[src/rtl/exbus_pkg.sv]
// Shared exbus definitions: word layout, special-word code, owner codes and arbiter state.
package exbus_pkg;

  localparam int WORD_W = 35;
  localparam logic [1:0] SPECIAL_CODE = 2'b11;

  localparam logic [1:0] OWN_NONE = 2'b00;
  localparam logic [1:0] OWN_A    = 2'b01;
  localparam logic [1:0] OWN_B    = 2'b10;

  typedef enum logic [1:0] {
    ST_IDLE  = 2'b00,
    ST_OWN_A = 2'b01,
    ST_OWN_B = 2'b10
  } arb_state_e;

  function automatic logic is_special(input logic [WORD_W-1:0] word);
    return (word[WORD_W-1 -: 2] == SPECIAL_CODE);
  endfunction

  function automatic logic [1:0] owner_of(input arb_state_e st);
    logic [1:0] own;
    case (st)
      ST_OWN_A: own = OWN_A;
      ST_OWN_B: own = OWN_B;
      default:  own = OWN_NONE;
    endcase
    return own;
  endfunction

endpackage

[src/rtl/exarbiter_if.sv]
// exbus word-stream link: stb/word/last travel forward, busy travels back.
interface exarbiter_if;
  import exbus_pkg::*;

  logic              stb;
  logic [WORD_W-1:0] word;
  logic              last;
  logic              busy;

  modport master (output stb, output word, output last, input busy);
  modport slave  (input stb, input word, input last, output busy);

endinterface

[src/rtl/exarb_grant.sv]
// Winner select for an idle arbiter plus the burst counter that bounds starvation of B.
module exarb_grant #(
  parameter int LGBURST = 3
) (
  input  logic i_clk,
  input  logic i_reset,
  input  logic i_a_stb,
  input  logic i_b_stb,
  input  logic i_a_done,
  input  logic i_b_done,
  output logic o_pick_a,
  output logic o_pick_b
);

  localparam logic [LGBURST-1:0] BURST_MAX = {LGBURST{1'b1}};
  localparam logic [LGBURST-1:0] BURST_ONE = LGBURST'(1);

  logic [LGBURST-1:0] count_q, count_d;

  // A keeps winning until B has watched BURST_MAX A packets go by
  always_comb begin
    o_pick_a = i_a_stb && (!i_b_stb || (count_q != BURST_MAX));
    o_pick_b = !o_pick_a && i_b_stb;
  end

  always_comb begin
    count_d = count_q;
    if (i_b_done) begin
      count_d = {LGBURST{1'b0}};
    end else if (i_a_done) begin
      if (!i_b_stb) begin
        count_d = {LGBURST{1'b0}};
      end else if (count_q != BURST_MAX) begin
        count_d = count_q + BURST_ONE;
      end else begin
        count_d = count_q;
      end
    end else begin
      count_d = count_q;
    end
  end

  always_ff @(posedge i_clk) begin
    if (i_reset) begin
      count_q <= {LGBURST{1'b0}};
    end else begin
      count_q <= count_d;
    end
  end

endmodule

[src/rtl/exarbiter.sv]
// Two-port packet arbiter for the exbus transmit stream (A high priority, B burst-protected).
// Optional mid-packet stall watchdog enabled by defining EXARB_TIMEOUT_EN.
module exarbiter
  import exbus_pkg::*;
#(
  parameter int LGBURST = 3,
  parameter int LGSTALL = 10
) (
  input  logic        i_clk,
  input  logic        i_reset,
  exarbiter_if.slave  a,
  exarbiter_if.slave  b,
  exarbiter_if.master out,
  output logic [1:0]  o_owner,
  output logic        o_abort
);

  arb_state_e        state_q, state_d;
  logic              stb_q, stb_d;
  logic [WORD_W-1:0] word_q, word_d;
  logic              last_q, last_d;

  logic pick_a, pick_b, grant_a, grant_b, out_free;
  logic a_take, b_take, a_done, b_done, stall_ovf;

  exarb_grant #(.LGBURST(LGBURST)) u_grant (
    .i_clk    (i_clk),
    .i_reset  (i_reset),
    .i_a_stb  (a.stb),
    .i_b_stb  (b.stb),
    .i_a_done (a_done),
    .i_b_done (b_done),
    .o_pick_a (pick_a),
    .o_pick_b (pick_b)
  );

  // Idle grants come straight from the winner select so the first word moves this cycle
  always_comb begin
    out_free = !stb_q || !out.busy;
    case (state_q)
      ST_IDLE:  begin grant_a = pick_a; grant_b = pick_b; end
      ST_OWN_A: begin grant_a = 1'b1;   grant_b = 1'b0;   end
      ST_OWN_B: begin grant_a = 1'b0;   grant_b = 1'b1;   end
      default:  begin grant_a = 1'b0;   grant_b = 1'b0;   end
    endcase
    a_take = grant_a && a.stb && out_free;
    b_take = grant_b && b.stb && out_free;
    a_done = a_take && a.last;
    b_done = b_take && b.last;
    a.busy = !grant_a || !out_free;
    b.busy = !grant_b || !out_free;
  end

  always_comb begin
    stb_d  = stb_q;
    word_d = word_q;
    last_d = last_q;
    if (out_free) begin
      stb_d = a_take || b_take;
      if (a_take) begin
        word_d = a.word;
        last_d = a.last;
      end else if (b_take) begin
        word_d = b.word;
        last_d = b.last;
      end else begin
        word_d = word_q;
        last_d = last_q;
      end
    end else begin
      stb_d = stb_q;
    end

    case (state_q)
      ST_IDLE: begin
        if (a_take && !a.last) begin
          state_d = ST_OWN_A;
        end else if (b_take && !b.last) begin
          state_d = ST_OWN_B;
        end else begin
          state_d = ST_IDLE;
        end
      end
      ST_OWN_A: state_d = (a_done || stall_ovf) ? ST_IDLE : ST_OWN_A;
      ST_OWN_B: state_d = (b_done || stall_ovf) ? ST_IDLE : ST_OWN_B;
      default:  state_d = ST_IDLE;
    endcase
  end

  always_ff @(posedge i_clk) begin
    if (i_reset) begin
      state_q <= ST_IDLE;
      stb_q   <= 1'b0;
      word_q  <= {WORD_W{1'b0}};
      last_q  <= 1'b0;
    end else begin
      state_q <= state_d;
      stb_q   <= stb_d;
      word_q  <= word_d;
      last_q  <= last_d;
    end
  end

`ifdef EXARB_TIMEOUT_EN
  logic [LGSTALL-1:0] stall_q, stall_d;
  logic               abort_q;
  logic               owner_idle;

  // Counts owner-silent cycles; a held output word is left untouched on release
  always_comb begin
    owner_idle = ((state_q == ST_OWN_A) && !a.stb) || ((state_q == ST_OWN_B) && !b.stb);
    stall_ovf  = owner_idle && (stall_q == {LGSTALL{1'b1}});
    if (owner_idle && !stall_ovf) begin
      stall_d = stall_q + LGSTALL'(1);
    end else begin
      stall_d = {LGSTALL{1'b0}};
    end
  end

  always_ff @(posedge i_clk) begin
    if (i_reset) begin
      stall_q <= {LGSTALL{1'b0}};
      abort_q <= 1'b0;
    end else begin
      stall_q <= stall_d;
      abort_q <= stall_ovf;
    end
  end

  assign o_abort = abort_q;
`else
  assign stall_ovf = 1'b0;
  assign o_abort   = 1'b0;
`endif

  assign out.stb  = stb_q;
  assign out.word = word_q;
  assign out.last = last_q;
  assign o_owner  = owner_of(state_q);

endmodule

[src/flat_wrapper.sv]
// flat-port wrapper written by rule: the top's interface ports become plain ports
module exarbiter_flat import exbus_pkg::*;
#(
  parameter int LGBURST = 3,
  parameter int LGSTALL = 10
)
  (i_clk, i_reset, o_owner, o_abort, a_stb, a_word, a_last, a_busy, b_stb, b_word, b_last, b_busy, out_stb, out_word, out_last, out_busy);
  exarbiter_if a_i ();
  exarbiter_if b_i ();
  exarbiter_if out_i ();
  input  logic i_clk;
  input  logic i_reset;
  output logic [1:0] o_owner;
  output logic o_abort;
  input wire logic [$bits(a_i.stb)-1:0] a_stb;
  input wire logic [$bits(a_i.word)-1:0] a_word;
  input wire logic [$bits(a_i.last)-1:0] a_last;
  output wire logic [$bits(a_i.busy)-1:0] a_busy;
  input wire logic [$bits(b_i.stb)-1:0] b_stb;
  input wire logic [$bits(b_i.word)-1:0] b_word;
  input wire logic [$bits(b_i.last)-1:0] b_last;
  output wire logic [$bits(b_i.busy)-1:0] b_busy;
  output wire logic [$bits(out_i.stb)-1:0] out_stb;
  output wire logic [$bits(out_i.word)-1:0] out_word;
  output wire logic [$bits(out_i.last)-1:0] out_last;
  input wire logic [$bits(out_i.busy)-1:0] out_busy;
  assign a_i.stb = a_stb;
  assign a_i.word = a_word;
  assign a_i.last = a_last;
  assign a_busy = a_i.busy;
  assign b_i.stb = b_stb;
  assign b_i.word = b_word;
  assign b_i.last = b_last;
  assign b_busy = b_i.busy;
  assign out_stb = out_i.stb;
  assign out_word = out_i.word;
  assign out_last = out_i.last;
  assign out_i.busy = out_busy;
  exarbiter #(.LGBURST(LGBURST), .LGSTALL(LGSTALL)) u_core (.i_clk(i_clk), .i_reset(i_reset), .a(a_i), .b(b_i), .out(out_i), .o_owner(o_owner), .o_abort(o_abort));
endmodule
[config.mk]
export PLATFORM = sky130hd
export DESIGN_NAME = exarbiter_flat
export DESIGN_NICKNAME = d
export VERILOG_FILES = /design/src/rtl/exbus_pkg.sv /design/src/rtl/exarbiter_if.sv /design/src/rtl/exarb_grant.sv /design/src/rtl/exarbiter.sv /design/src/flat_wrapper.sv
export SDC_FILE = /design/constraint.sdc
export NUM_CORES = 1
export LEC_CHECK = 0
export BUFFER_PORTS_ARGS = -buffer_cell sky130_fd_sc_hd__buf_2
export CAP_MARGIN = 30
export CORE_ASPECT_RATIO = 0.7
export CORE_UTILIZATION = 44
export CTS_CLUSTER_DIAMETER = 50
export DETAILED_ROUTE_END_ITERATION = 10
export PLACE_DENSITY = 0.79
export SETUP_SLACK_MARGIN = 0.3
export SYNTH_ARGS = -nofsm -noshare
export SYNTH_HDL_FRONTEND = slang
export SYNTH_SLANG_ARGS = --single-unit
[constraint.sdc]
create_clock -name i_clk -period 2 [get_ports i_clk]
set_input_delay 0.3 -clock i_clk [delete_from_list [all_inputs] [get_ports i_clk]]
set_output_delay 0.3 -clock i_clk [all_outputs]
set_load 0.005 [all_outputs]
* Yosys cells after proc, flatten, opt, wreduce, memory -nomap -nowiden
Index checks and enable logic that the tools add are counted.
** Operators by class
- Add/sub/neg operators :: 1
- Eq/ne operators :: 4
- Mux-type cells :: 14
- Reductions and logical operators :: 29
** Operators with widths (count)
- $mux 35 :: 2
- $logic_and 1x1->1 :: 10
- $logic_not 1->1 :: 9
- $mux 2 :: 3
- $mux 3 :: 2
- $pmux 2 s3 :: 1
- $logic_or 1x1->1 :: 5
- $pmux 1 s2 :: 2
- $pmux 2 s2 :: 1
- $reduce_and 2->1 :: 2
- $add 3x1->3 const B :: 1
- $mux 1 :: 3
- $ne 3x3->1 const B :: 1
- $eq 2x1->1 const B :: 1
- $eq 2x2->1 const B :: 1
- $logic_not 2->1 :: 1
- $ne 2x1->1 const B :: 1
- $reduce_bool 2->1 :: 1
- $reduce_or 2->1 :: 1
** Storage, ports and cells
- Bits in registers :: 42
- Input bits :: 77
- Output and inout port bits :: 42

* Depth between registers and ports, before layout
- Word-level depth :: 12
- Mapped depth :: 7

* Cells and area by module
Synthesis repeated with hierarchy kept, for this count alone.
** Unflattened totals
- Cells, all modules :: 256
- Area, all modules :: 2148.3 µm²
** Modules (own cells, without submodules)
- exarbiter :: times used 1, cells an instance 238, area an instance 1965.6 µm², sequential area each 780.7 µm²
- exarb_grant :: times used 1, cells an instance 18, area an instance 182.7 µm², sequential area each 60.1 µm²

* Worst setup path before layout
OpenSTA, ideal clock, no wires.
- Kind :: register to register
- Start :: register u_core.u_grant.count_q[0]
- End :: register u_core.word_q[10] (netlist: u_core.out.word[10])
- Arrival :: 1.639 ns
- Data required time :: 1.912 ns
- Slack :: 0.273 ns
- Cell stages (with the launch flop) :: 7
- Clock period less this slack :: 1.727 ns
- Cells stage by stage :: dfxtp_1 > ha_1 > ha_1 > a311oi_4 > buf_6 > nor4_1 > nor4_2
** Between the ends
- Word-level cells in the longest chain between the ends :: 10
- Elaborated cells between the ends (all ways) :: 14
- Classes of those cells :: eq/ne (1); mux (3); reduce/logical (10)
** Ends and longest elaborated chain
- from (decl) :: RTL line exarb_grant.sv:18 : logic [LGBURST-1:0] count_q, count_d;
- from (signal assigned) :: RTL line exarb_grant.sv:45 : count_q <= {LGBURST{1'b0}};
- from (signal assigned) :: RTL line exarb_grant.sv:47 : count_q <= count_d;
- $ne 3x3->1 (*) :: RTL line exarb_grant.sv:22 : o_pick_a = i_a_stb && (!i_b_stb || (count_q != BURST_MAX));
- $logic_or 1x1->1 (*) :: RTL line exarb_grant.sv:22
- $logic_and 1x1->1 (*) :: RTL line exarb_grant.sv:22
- $logic_not 1->1 :: RTL line exarb_grant.sv:23 : o_pick_b = !o_pick_a && i_b_stb;
- $logic_and 1x1->1 :: RTL line exarb_grant.sv:23
- $pmux 1 s2 :: RTL line exarbiter.sv:40 : case (state_q)
- $logic_and 1x1->1 (2 in a row) :: RTL line exarbiter.sv:47 : b_take = grant_b && b.stb && out_free;
- $reduce_bool 2->1 (no line)
- $reduce_and 2->1 (no line)
- to (signal assigned) :: RTL line exarbiter.sv:94 : word_q <= {WORD_W{1'b0}};
- to (signal assigned) :: RTL line exarbiter.sv:99 : word_q <= word_d;
- to (decl) :: RTL line exarbiter.sv:20 : logic [WORD_W-1:0] word_q, word_d;
Every way passes the cells marked *; elsewhere a longest branch is shown, timed or not.
A chain may end at the register's enable or synchronous reset.

* Worst setup path in the final report
- Start :: register u_core.u_grant.count_q[1]
- End :: output port a_busy
** Between the ends
- Word-level cells in the longest chain between the ends :: 6
** Ends and longest elaborated chain
- $ne 3x3->1 :: RTL line exarb_grant.sv:22
- $logic_or 1x1->1 :: RTL line exarb_grant.sv:22
- $logic_and 1x1->1 :: RTL line exarb_grant.sv:22
- $pmux 1 s2 :: RTL line exarbiter.sv:40
- $logic_not 1->1 :: RTL line exarbiter.sv:50 : a.busy = !grant_a || !out_free;
- $logic_or 1x1->1 :: RTL line exarbiter.sv:50
- to (decl) :: RTL line flat_wrapper.sv:18 : output wire logic [$bits(a_i.busy)-1:0] a_busy;
Every way passes these cells.

==> results <==
- The share of the clock period used by the worst path is 0.915.
- For this run, the number of Yosys warnings is 0.
- The detail-routed via count per cell is 5.50.
- The cell family contributing the most delay on the critical path is simple AND/OR/NAND/NOR gates.
- The post-CTS clock slew at the launch and capture registers of the worst setup and hold paths is 0.08 ns.
- Buffers inserted to repair hold after CTS numbered 0.
- For the pin with the worst max-slew slack, the measured transition is 0.691 ns.
- The critical path start-end classification is flip-flop to output pin.
- The run finished with clean final reports.
- The reg-to-reg critical path startpoint is u_core.u_grant.count_q[1].
- The number of pins with negative max-slew slack in the final report came to 0.
- The length of the first detailed-routing pass in iterations is 4.
- The highest ir drop seen on vdd is 0.524 mV.
- In this run, CTS created clock tree buffers numbering 5.
- Headroom to the max-slew limit came out at 0.539.
- The number of antenna-violating nets in the routed design is 0.
- After the first detailed-routing iteration, the DRC count stood at 116.
- The congestion estimate from routability-driven global placement came to 0.849.
- The CTS tree is built.
- The critical path goes through ha_4 > ha_4 > nand2_4 > a21oi_2 > or3_1 > buf_2.
- The floorplan has 20 rows.
- Detailed placement ended at an HPWL of 4560 microns.
- Wires add up to 6780 microns.
- The fraction of final layout cells with drive strength greater than 1 is 0.532.
- Compared with the post-synthesis result, the final layout area differs by 49.1%.
- The slowest cell on the critical path is dfxtp_2.
- The leading cell type in the layout, fill and taps excluded is buf_2.
- Summing every instance area after synthesis gives 0.00216 sq mm.
- The power density of the placed cells is 705 mW/mm^2.
- The count of vias placed by the detailed router is 2418.
- The worst clock skew on the final layout is 0.00960 ns.
- The highest attainable clock frequency is 547 MHz.
- The number of nets in the synthesized netlist is 328.
- The share of the Yosys chip area taken by registers is 0.389.
- In this run the number of H-tree levels came out at 2.
- The number of endpoints with negative hold slack in the final report came to 0.
- The total overflow left after global routing is 0.
- The worst path arrival time is 1.53 ns.
- Leaving out filler cells and counting taps, the final layout contains 440.
- The die area is 0.00520 sq mm.
- The standard cell core area is 0.00453 sq mm.
- The pin count of the biggest net entering global routing is 26.
- Max-cap violations in this run came to 0.
- The die outline width is 85.7 microns.
- The worst hold path begins at a_word[26].
- The final critical-path required period is 1.83 ns.
- On the worst path, the slowest cell contributes a delay of 0.34 ns.
- The number of storage elements in the synthesis netlist is 42.
- The filler cells instantiated in the layout total 358.
- The detailed-route DRC error count is 0.
- Setup repair after global routing could not meet its margin everywhere.
- After detailed routing, the average wire length per cell comes to 15.4 microns.
- The design draws 0.00227 W.
- In the global route stage, overall resource usage came out at 0.263.
- For the worst setup path, the data required time is 1.70 ns.
- The endpoint type of the worst setup path is an output pin.
- The min-delay analysis places its worst path in the category input port to flip-flop.
- The synthesized netlist cell count is 249.
- The most critical setup path has its startpoint at u_core.u_grant.count_q[1].
- The synthesized area divided by synthesized cell count is 8.67 sq um.
- The number of buffer and inverter instances along the worst setup path is 1.
- The count of input and output buffers is 117.
- Summed over all cells, the static leakage comes to 1.43 nW.
- The category of the worst setup path launch point is a flip-flop.
- The clock insertion delay at the later pin of the skew report is 0.29 ns.
- The number of sinks driven by the clock tree is 42.
- The maximum fanout along the worst path is 3.
- The master cell of the clock root buffer is clkbuf_8.
- The number of top-level design ports is 119.
- The die height is 60.6 microns.
- The number of placed instances, taps included, is 421.
- The cell type with the highest occurrence count on the critical path is ha_4.
- The via count of the first global-routing pass is 2204.
- The first-pass GRT wire length is 10400 microns.
- The accumulated negative setup slack is 0 ns.
- In the layout the commonest cells are buf_2, nor2_1, dfxtp_1, nor4_1, nor4_2.
- The net count reported at finish is 452.
- The initial standard-cell utilization of the core is 0.477.
- The final hold slack is 0.284 ns.
- The total setup violations reported at the end of the flow is 0.
- The number of antenna violations at the first check in global routing is 0.
- The antenna diode count is 0.
- The maximum clock path buffer count is 2.
- The number of different library cells in the post-synthesis netlist is 34.
stage by stage:
step           utilization  instance area, sq um  setup slack, ns
2_1_floorplan            -                  2160            0.338
3_5_place_dp         0.625                  2830            0.209
6_report             0.711                  3220            0.171
4_1_cts              0.680                  3080            0.135
3_3_place_gp         0.625                  2830            0.278
5_1_grt              0.711                  3220           0.0996
state kept, by name, summed over array words and instances (netlist names):
register	flops
u_core.out.word	35
u_core.u_grant.count_q	3
u_core.state_q	2
u_core.out.last	1
u_core.out.stb	1
repair_timing:
action                     in CTS  in global routing
resized for setup              20                 24
setup buffers                   6                  0
gates cloned                    3                  2
setup endpoints to repair      38                 39
pin swaps                      11                 27
cell usage after synthesis, drive strengths merged:
cell / count / area share
inv: 2 / 0.0035
and2b: 1 / 0.0035
nand3b: 1 / 0.0035
nand2: 8 / 0.014
or3: 1 / 0.0029
a311oi: 2 / 0.016
ha: 2 / 0.012
nor2b: 1 / 0.0029
conb: 1 / 0.0017
and2: 1 / 0.0029
a41o: 1 / 0.0046
dfxtp: 42 / 0.39
buf: 13 / 0.043
and4: 1 / 0.0041
nand4: 1 / 0.0029
a21boi: 1 / 0.0035
nand3: 2 / 0.0046
o211ai: 1 / 0.0058
a21oi: 8 / 0.025
nor3: 1 / 0.0023
clkbuf: 10 / 0.017
o21ai: 1 / 0.0023
nor4b: 1 / 0.0070
nor4: 70 / 0.29
nand2b: 2 / 0.0093
nor2: 74 / 0.13
layer usage:
metal	global-route usage	part of all wire	up-vias
li1	-	-	1154
met1	0.330	0.45	1135
met2	0.454	0.46	121
met3	0.0585	0.080	8
met4	0.100	0.0091	0
met5	0	0	-
logic make-up after synthesis:
| logic type | Yosys count | share of synthesized area |
|---|---|---|
| AND/OR/NAND/NOR | 165 | 0.475 |
| flip-flops | 42 | 0.389 |
| other | 1 | 0.00174 |
| buffers and inverters | 25 | 0.0643 |
| adder cells (fa/ha/maj) | 2 | 0.0116 |
| AO/OA/AOI/OAI | 14 | 0.0579 |
worst register-to-register path, stage by stage, from the launching register on:
cell and delay [ns]:
dfxtp_2 0.34, ha_4 0.16, ha_4 0.17, buf_6 0.11, a311oi_4 0.27, buf_6 0.18
buf_12 0.14, nor4_1 0.05, nor4_1 0.23
power breakdown:
part | internal [W] | switching [W]
Sequential | 0.000926 | 0.0000518
Clock | 0.000278 | 0.000294
Combinational | 0.000343 | 0.000378
Total | 0.00155 | 0.000724
worst paths after layout:
path / to / slack, ns / depth (start not counted)
max: a_busy / 0.17 / 6
min: u_core.out.word[26] / 0.28 / 3
max reg2reg: u_core.out.word[28] / 0.25 / 8
min reg2reg: u_core.u_grant.count_q[1] / 0.48 / 2
cell type report:
type / instances / area, sq um / area share
clock buffers: 6 / 82.6 / 0.0257
clock inverters: 2 / 12.5 / 0.00389
inverters: 2 / 7.51 / 0.00233
multi-input cells: 182 / 1300 / 0.405
flip-flops and latches: 42 / 845 / 0.262
well taps: 66 / 82.6 / 0.0257
repair buffers: 140 / 887 / 0.276
No activity file was read; power rests on OpenSTA's default activity.
